File: config.mk
export PLATFORM = sky130hd
export DESIGN_NAME = score_keeper_flat
export DESIGN_NICKNAME = d
export VERILOG_FILES = /design/src/rtl/score_keeper_pkg.sv /design/src/rtl/score_keeper_if.sv /design/src/rtl/score_keeper_bcd_digit.sv /design/src/rtl/score_keeper.sv /design/src/flat_wrapper.sv
export SDC_FILE = /design/constraint.sdc
export NUM_CORES = 1
export LEC_CHECK = 0
export BUFFER_PORTS_ARGS = -buffer_cell sky130_fd_sc_hd__buf_2
export CAP_MARGIN = 10
export CORE_UTILIZATION = 45
export CTS_BUF_LIST = sky130_fd_sc_hd__clkbuf_16
export CTS_CLUSTER_SIZE = 14
export DETAILED_ROUTE_END_ITERATION = 7
export PLACE_DENSITY = 0.72
export SYNTH_ARGS = -nofsm -noshare
export SYNTH_HDL_FRONTEND = slang
export SYNTH_SLANG_ARGS = --single-unit
File: constraint.sdc
create_clock -name clock -period 4.48 [get_ports clock]
set_input_delay 0 -clock clock [delete_from_list [all_inputs] [get_ports clock]]
set_output_delay 0 -clock clock [all_outputs]
set_load 0.03 [all_outputs]
File: src/rtl/score_keeper_pkg.sv
// Shared types and constants for the score keeper slice.
// A file-scope package, imported by the interface and modules of this block.
package score_pkg;

    typedef enum logic [1:0] {
        S_IDLE,
        S_PLAY,
        S_OVER
    } state_t;

    localparam int SCORE_W = 12;
    localparam int LEVEL_W = 3;
    localparam int CNT_W   = 7;
    localparam logic [SCORE_W-1:0] BCD_MAX = 12'h999;

    // Packed 3-digit BCD increment.
    // The hundreds digit wraps, but the caller never passes 999.
    function automatic logic [SCORE_W-1:0] bcd_inc(input logic [SCORE_W-1:0] s);
        logic [3:0] h, t, o;
        {h, t, o} = s;
        if (o != 4'd9) begin
            o = o + 4'd1;
        end else begin
            o = 4'd0;
            if (t != 4'd9) begin
                t = t + 4'd1;
            end else begin
                t = 4'd0;
                h = (h == 4'd9) ? 4'd0 : h + 4'd1;
            end
        end
        return {h, t, o};
    endfunction

endpackage

File: src/rtl/score_keeper_if.sv
// Game-event / score-display bundle between the game logic and the score keeper.
// master drives the event pulses; slave (the score keeper) drives the results.
interface score_keeper_if;
    import score_pkg::*;

    logic                 new_game;
    logic                 point;
    logic                 game_over;
    logic [SCORE_W-1:0]   score;
    logic [LEVEL_W-1:0]   level;
    logic                 playing;
    logic                 level_up;
    logic [SCORE_W-1:0]   high_score;
    logic                 new_record;

    modport master (
        output new_game, point, game_over,
        input  score, level, playing, level_up, high_score, new_record
    );

    modport slave (
        input  new_game, point, game_over,
        output score, level, playing, level_up, high_score, new_record
    );

endinterface

File: src/rtl/score_keeper_bcd_digit.sv
// One packed-BCD digit counter. Chain three of these for a 000-999 score.
// carry_out is combinational so the next digit steps on the same edge.
module bcd_digit (
    input  logic       clock,
    input  logic       clr,
    input  logic       inc,
    output logic [3:0] q,
    output logic       carry_out
);

    assign carry_out = inc && (q == 4'd9);

    // Digit register: clear wins over increment, and 9 rolls over to 0.
    always_ff @(posedge clock) begin
        if (clr) begin
            q <= 4'd0;
        end else if (inc) begin
            q <= (q == 4'd9) ? 4'd0 : q + 4'd1;
        end
    end

endmodule

File: src/rtl/score_keeper.sv
// Score / level / game-phase tracker feeding the seven-segment score display.
// Optional feature macro: HIGH_SCORE_EN keeps a best-score register across games.
// When it is undefined, high_score reads 000 and new_record stays low.
module score_keeper
    import score_pkg::*;
#(
    parameter int LEVEL_STEP = 10,
    parameter int LEVEL_MAX  = 7
) (
    input  logic           clock,
    input  logic           reset,
    score_keeper_if.slave  bus
);

    state_t               state;
    logic [LEVEL_W-1:0]   level;
    logic [CNT_W-1:0]     level_cnt;
    logic                 playing;
    logic                 level_up;

    logic [3:0]           d_ones, d_tens, d_hund;
    logic                 c_ones, c_tens, hund_carry_unused;
    logic [SCORE_W-1:0]   score;
    logic                 accept;
    logic                 digit_clr;

    assign score = {d_hund, d_tens, d_ones};

    // A point counts only while playing, when not overridden by a restart,
    // and when the score is below 999. A point dropped at 999 also leaves the level count alone.
    assign accept    = (state == S_PLAY) && bus.point && !bus.new_game && (score != BCD_MAX);
    assign digit_clr = reset || bus.new_game;

    bcd_digit u_ones (
        .clock     (clock),
        .clr       (digit_clr),
        .inc       (accept),
        .q         (d_ones),
        .carry_out (c_ones)
    );

    bcd_digit u_tens (
        .clock     (clock),
        .clr       (digit_clr),
        .inc       (c_ones),
        .q         (d_tens),
        .carry_out (c_tens)
    );

    // The hundreds carry never fires, because 999 is never incremented.
    bcd_digit u_hund (
        .clock     (clock),
        .clr       (digit_clr),
        .inc       (c_tens),
        .q         (d_hund),
        .carry_out (hund_carry_unused)
    );

    // Phase FSM with level tracking and registered playing / level_up outputs.
    always_ff @(posedge clock) begin
        if (reset) begin
            state     <= S_IDLE;
            level     <= '0;
            level_cnt <= '0;
            playing   <= 1'b0;
            level_up  <= 1'b0;
        end else begin
            level_up <= 1'b0;
            if (bus.new_game) begin
                state     <= S_PLAY;
                level     <= LEVEL_W'(1);
                level_cnt <= '0;
                playing   <= 1'b1;
            end else begin
                if (accept) begin
                    if (level_cnt == CNT_W'(LEVEL_STEP - 1)) begin
                        level_cnt <= '0;
                        if (level < LEVEL_W'(LEVEL_MAX)) begin
                            level    <= level + LEVEL_W'(1);
                            level_up <= 1'b1;
                        end
                    end else begin
                        level_cnt <= level_cnt + CNT_W'(1);
                    end
                end
                if ((state == S_PLAY) && bus.game_over) begin
                    state   <= S_OVER;
                    playing <= 1'b0;
                end
            end
        end
    end

`ifdef HIGH_SCORE_EN
    logic [SCORE_W-1:0]   high_score;
    logic                 new_record;
    logic [SCORE_W-1:0]   final_score;

    // The final score includes any point that arrives on the same edge as game_over.
    assign final_score = accept ? bcd_inc(score) : score;

    // Best-score register, updated on the PLAY->OVER edge.
    // Packed BCD orders correctly as an unsigned number.
    always_ff @(posedge clock) begin
        if (reset) begin
            high_score <= '0;
            new_record <= 1'b0;
        end else begin
            new_record <= 1'b0;
            if ((state == S_PLAY) && bus.game_over && !bus.new_game &&
                (final_score > high_score)) begin
                high_score <= final_score;
                new_record <= 1'b1;
            end
        end
    end

    assign bus.high_score = high_score;
    assign bus.new_record = new_record;
`else
    assign bus.high_score = '0;
    assign bus.new_record = 1'b0;
`endif

    assign bus.score    = score;
    assign bus.level    = level;
    assign bus.playing  = playing;
    assign bus.level_up = level_up;

endmodule

File: src/flat_wrapper.sv
// flat-port wrapper written by rule: the top's interface ports become plain ports
module score_keeper_flat import score_pkg::*;
#(
    parameter int LEVEL_STEP = 10,
    parameter int LEVEL_MAX  = 7
)
  (clock, reset, bus_new_game, bus_point, bus_game_over, bus_score, bus_level, bus_playing, bus_level_up, bus_high_score, bus_new_record);
  score_keeper_if bus_i ();
  input  logic clock;
  input  logic reset;
  input wire logic [$bits(bus_i.new_game)-1:0] bus_new_game;
  input wire logic [$bits(bus_i.point)-1:0] bus_point;
  input wire logic [$bits(bus_i.game_over)-1:0] bus_game_over;
  output wire logic [$bits(bus_i.score)-1:0] bus_score;
  output wire logic [$bits(bus_i.level)-1:0] bus_level;
  output wire logic [$bits(bus_i.playing)-1:0] bus_playing;
  output wire logic [$bits(bus_i.level_up)-1:0] bus_level_up;
  output wire logic [$bits(bus_i.high_score)-1:0] bus_high_score;
  output wire logic [$bits(bus_i.new_record)-1:0] bus_new_record;
  assign bus_i.new_game = bus_new_game;
  assign bus_i.point = bus_point;
  assign bus_i.game_over = bus_game_over;
  assign bus_score = bus_i.score;
  assign bus_level = bus_i.level;
  assign bus_playing = bus_i.playing;
  assign bus_level_up = bus_i.level_up;
  assign bus_high_score = bus_i.high_score;
  assign bus_new_record = bus_i.new_record;
  score_keeper #(.LEVEL_STEP(LEVEL_STEP), .LEVEL_MAX(LEVEL_MAX)) u_core (.clock(clock), .reset(reset), .bus(bus_i));
endmodule
==> impl_results.md <==
* Final worst slack at 2528 ps
* CTS tree: yes
* DR vias/cell at 5.534
* DRC viols at 0
* RSZ-0062 raised after global routing: false
* Post-CTS resize count at 0
* IO Pins at 35
* Slew HR at 55.76%
* Die Area at 3379 µm²
* Post-DP Area at 1514 µm²
* Min-delay worst type: in2reg
* Die width at 58.13 µm
* DRT Pass-1 Iters at 4
* Clk sinks at 25
* Max Clock Freq at 512.2 MHz
* Initial antenna violation count at 0
* GRT Util Overall at 19.75%
* Cell Area, Synth at 1418 µm²
* Syn-to-layout area delta at 13.77%
* Setup crit start kind: register
* Crit-path max FO at 7
* Total power at 455.4 µW
* Setup Slack @ Placement at 2545 ps
* Max-cap violations at 0
* Fin Setup TNS at 0 ps
* IO Port Bufs at 21
* CP Data Arrival Time at 2140 ps
* Fillers at 281
* Synth warn at 0
* Clk buf depth at 2
* Die height at 58.13 µm
* Power Density at 282.4 nW/µm²
* WL per Instance at 12.88 µm
* Reg clk slew, reported paths at 60 ps
* Synthesized flop and latch total at 25
* Peak VDD IR at 0.1277 mV
* H-tree depth at 1
* Synth unique cells at 44
* Final instance area at 1613 µm²
* Clk_lat worst skew at 250 ps
* 1st-iter DRT viols at 70
* Post-synth top flop: dfxtp_1
* Antenna diodes at 0
* Ys async rst share at 0%
* Final Critical Period at 1952 ps
* Final setup viols at 0
* Vias in the first global route at 1,202
* Remaining Overflow, GRT at 0
* Routed Antenna Nets at 0
* Slew Limit Fails at 0
* EDFF count, synth at 0
* Critical Setup Path Class: reg2reg
* Root Driver: clkbuf_16
* Routing usage on met1 at 24.18%
* Worst Setup End Kind: register
* Met3 Usage GRT at 3.795%
* Clk_skew at 3.763 ps
* Post-DP HPWL at 2137 µm
* Cells after synthesis at 167
* Core Box Area at 3028 µm²
* Syn Area/Cell at 8.489 µm²
* # Post-CTS Setup Buffers at 0
* Row cnt at 20
* Req. time, crit path at 4660 ps
* First-pass GRT wire length at 5223 µm
* Largest net degree at the start of global routing at 17
* Final WL at 3015 µm
* GPL Wtd Cong at 0.7996
* Status: completed
* Busiest grt layer: met2
* Initial Util at 46.82%
* P_leak at 0.5788 nW
* Cts hold-fix bufs at 2
* Final worst path period share at 43.58%
* Layout cells sized above 1 at 18.42%
* CTS Buf Count at 3
* Register area share after synthesis at 35.30%
* Least-Margin Pin Slew at 656.4 ps
* Final hold vios at 0
* Grt met2 use at 33.50%
* Via count at 1,295
* Nets at 199
-- synth_stat cells, types with 4 or more instances --
| cell | count | area (µm²) |
|---|---|---|
| dfxtp_1 | 25 | 500.5 |
| a21oi_1 | 15 | 75.07 |
| buf_4 | 13 | 97.59 |
| nor2_1 | 11 | 41.29 |
| inv_1 | 9 | 33.78 |
| nand2_1 | 9 | 33.78 |
| nand4_1 | 9 | 56.30 |
| o21ai_0 | 9 | 45.04 |
| or3_1 | 6 | 37.54 |
| nand2b_1 | 4 | 25.02 |
| nand3_1 | 4 | 20.02 |
| o31ai_1 | 4 | 30.03 |
-- worst max-delay path, cell delays in order, from the launching register on --
cell	delay [ps]
dfxtp_1	430
or3b_4	450
or4_4	540
or3_1	320
a21oi_1	150
-- area by class of cell --
type,count,area [µm²],area share (%)
Clock inverter,1,3.754,0.2327
Multi-Input combinational cell,129,819.5,50.81
Tap cell,44,55.05,3.413
Timing Repair Buffer,23,125.1,7.758
Sequential cell,25,500.5,31.03
Clock buffer,3,75.07,4.655
Inverter,9,33.78,2.095
-- stage by stage --
stage                     utilization (%)  cells  hold WS [ps]
final                               53.26    234         46.94
after global routing                53.26    234         63.17
after global placement              50.00    228         205.3
after floorplan                         -    179         72.38
after detailed placement            50.00    228         215.9
after CTS                           53.26    234         40.92
-- cells by family after synthesis --
kind of cell	after synthesis	share of synthesized area, %
AO/OA/AOI/OAI	43	20.65
XOR/XNOR	3	1.854
adder cells (fa/ha/maj)	3	2.648
buffers and inverters	25	10.06
flip-flops	25	35.30
other	1	0.2645
AND/OR/NAND/NOR	67	29.21
-- routing by layer --
layer	vias up	wire length, µm
li1	646	-
met1	609	1358
met2	32	1504
met3	8	89
met4	0	63
met5	-	0
-- final timing paths --
check                     startpoint                  to  slack (ps)  cells past startpoint
hold reg to reg      u_core.state[1]     u_core.state[1]         510                      2
setup / recovery  u_core.u_tens.q[3]  u_core.u_hund.q[1]        2530                      4
setup reg to reg  u_core.u_tens.q[3]  u_core.u_hund.q[1]        2530                      4
hold / removal          bus_new_game  u_core.bus.playing          50                      3
-- sequential cells by signal (all words and copies together) (netlist names) --
name,flops
u_core.bus.level_up,1
u_core.bus.playing,1
u_core.bus.level,3
u_core.level_cnt,7
u_core.u_ones.q,4
u_core.state,1
u_core.u_hund.q,4
u_core.u_tens.q,4
-- placed cells by master, fill, tap and decap left out, drive strengths merged, types with 2 or more instances in the layout --
cell type,count
buf,21
nor4,3
nor3b,3
o31ai,4
and3,3
nand3,4
o21ai,10
a211oi,2
clkbuf,3
and2,2
ha,3
dfxtp,25
and4bb,2
nand4bb,2
dlygate4sd3,2
nor2,11
a31o,3
nand2b,4
nand2,9
nand4,9
nor2b,2
a41oi,2
inv,10
conb,13
a21oi,15
or3,6
xor2,2
-- power breakdown --
| group | switching, mW | total (mW) | internal [mW] |
|---|---|---|---|
| Sequential | 0.00264 | 0.227 | 0.224 |
| Clock | 0.0737 | 0.193 | 0.119 |
| Combinational | 0.0280 | 0.0357 | 0.00771 |
| Total | 0.104 | 0.455 | 0.351 |
Power figures use the tool's default switching activity.
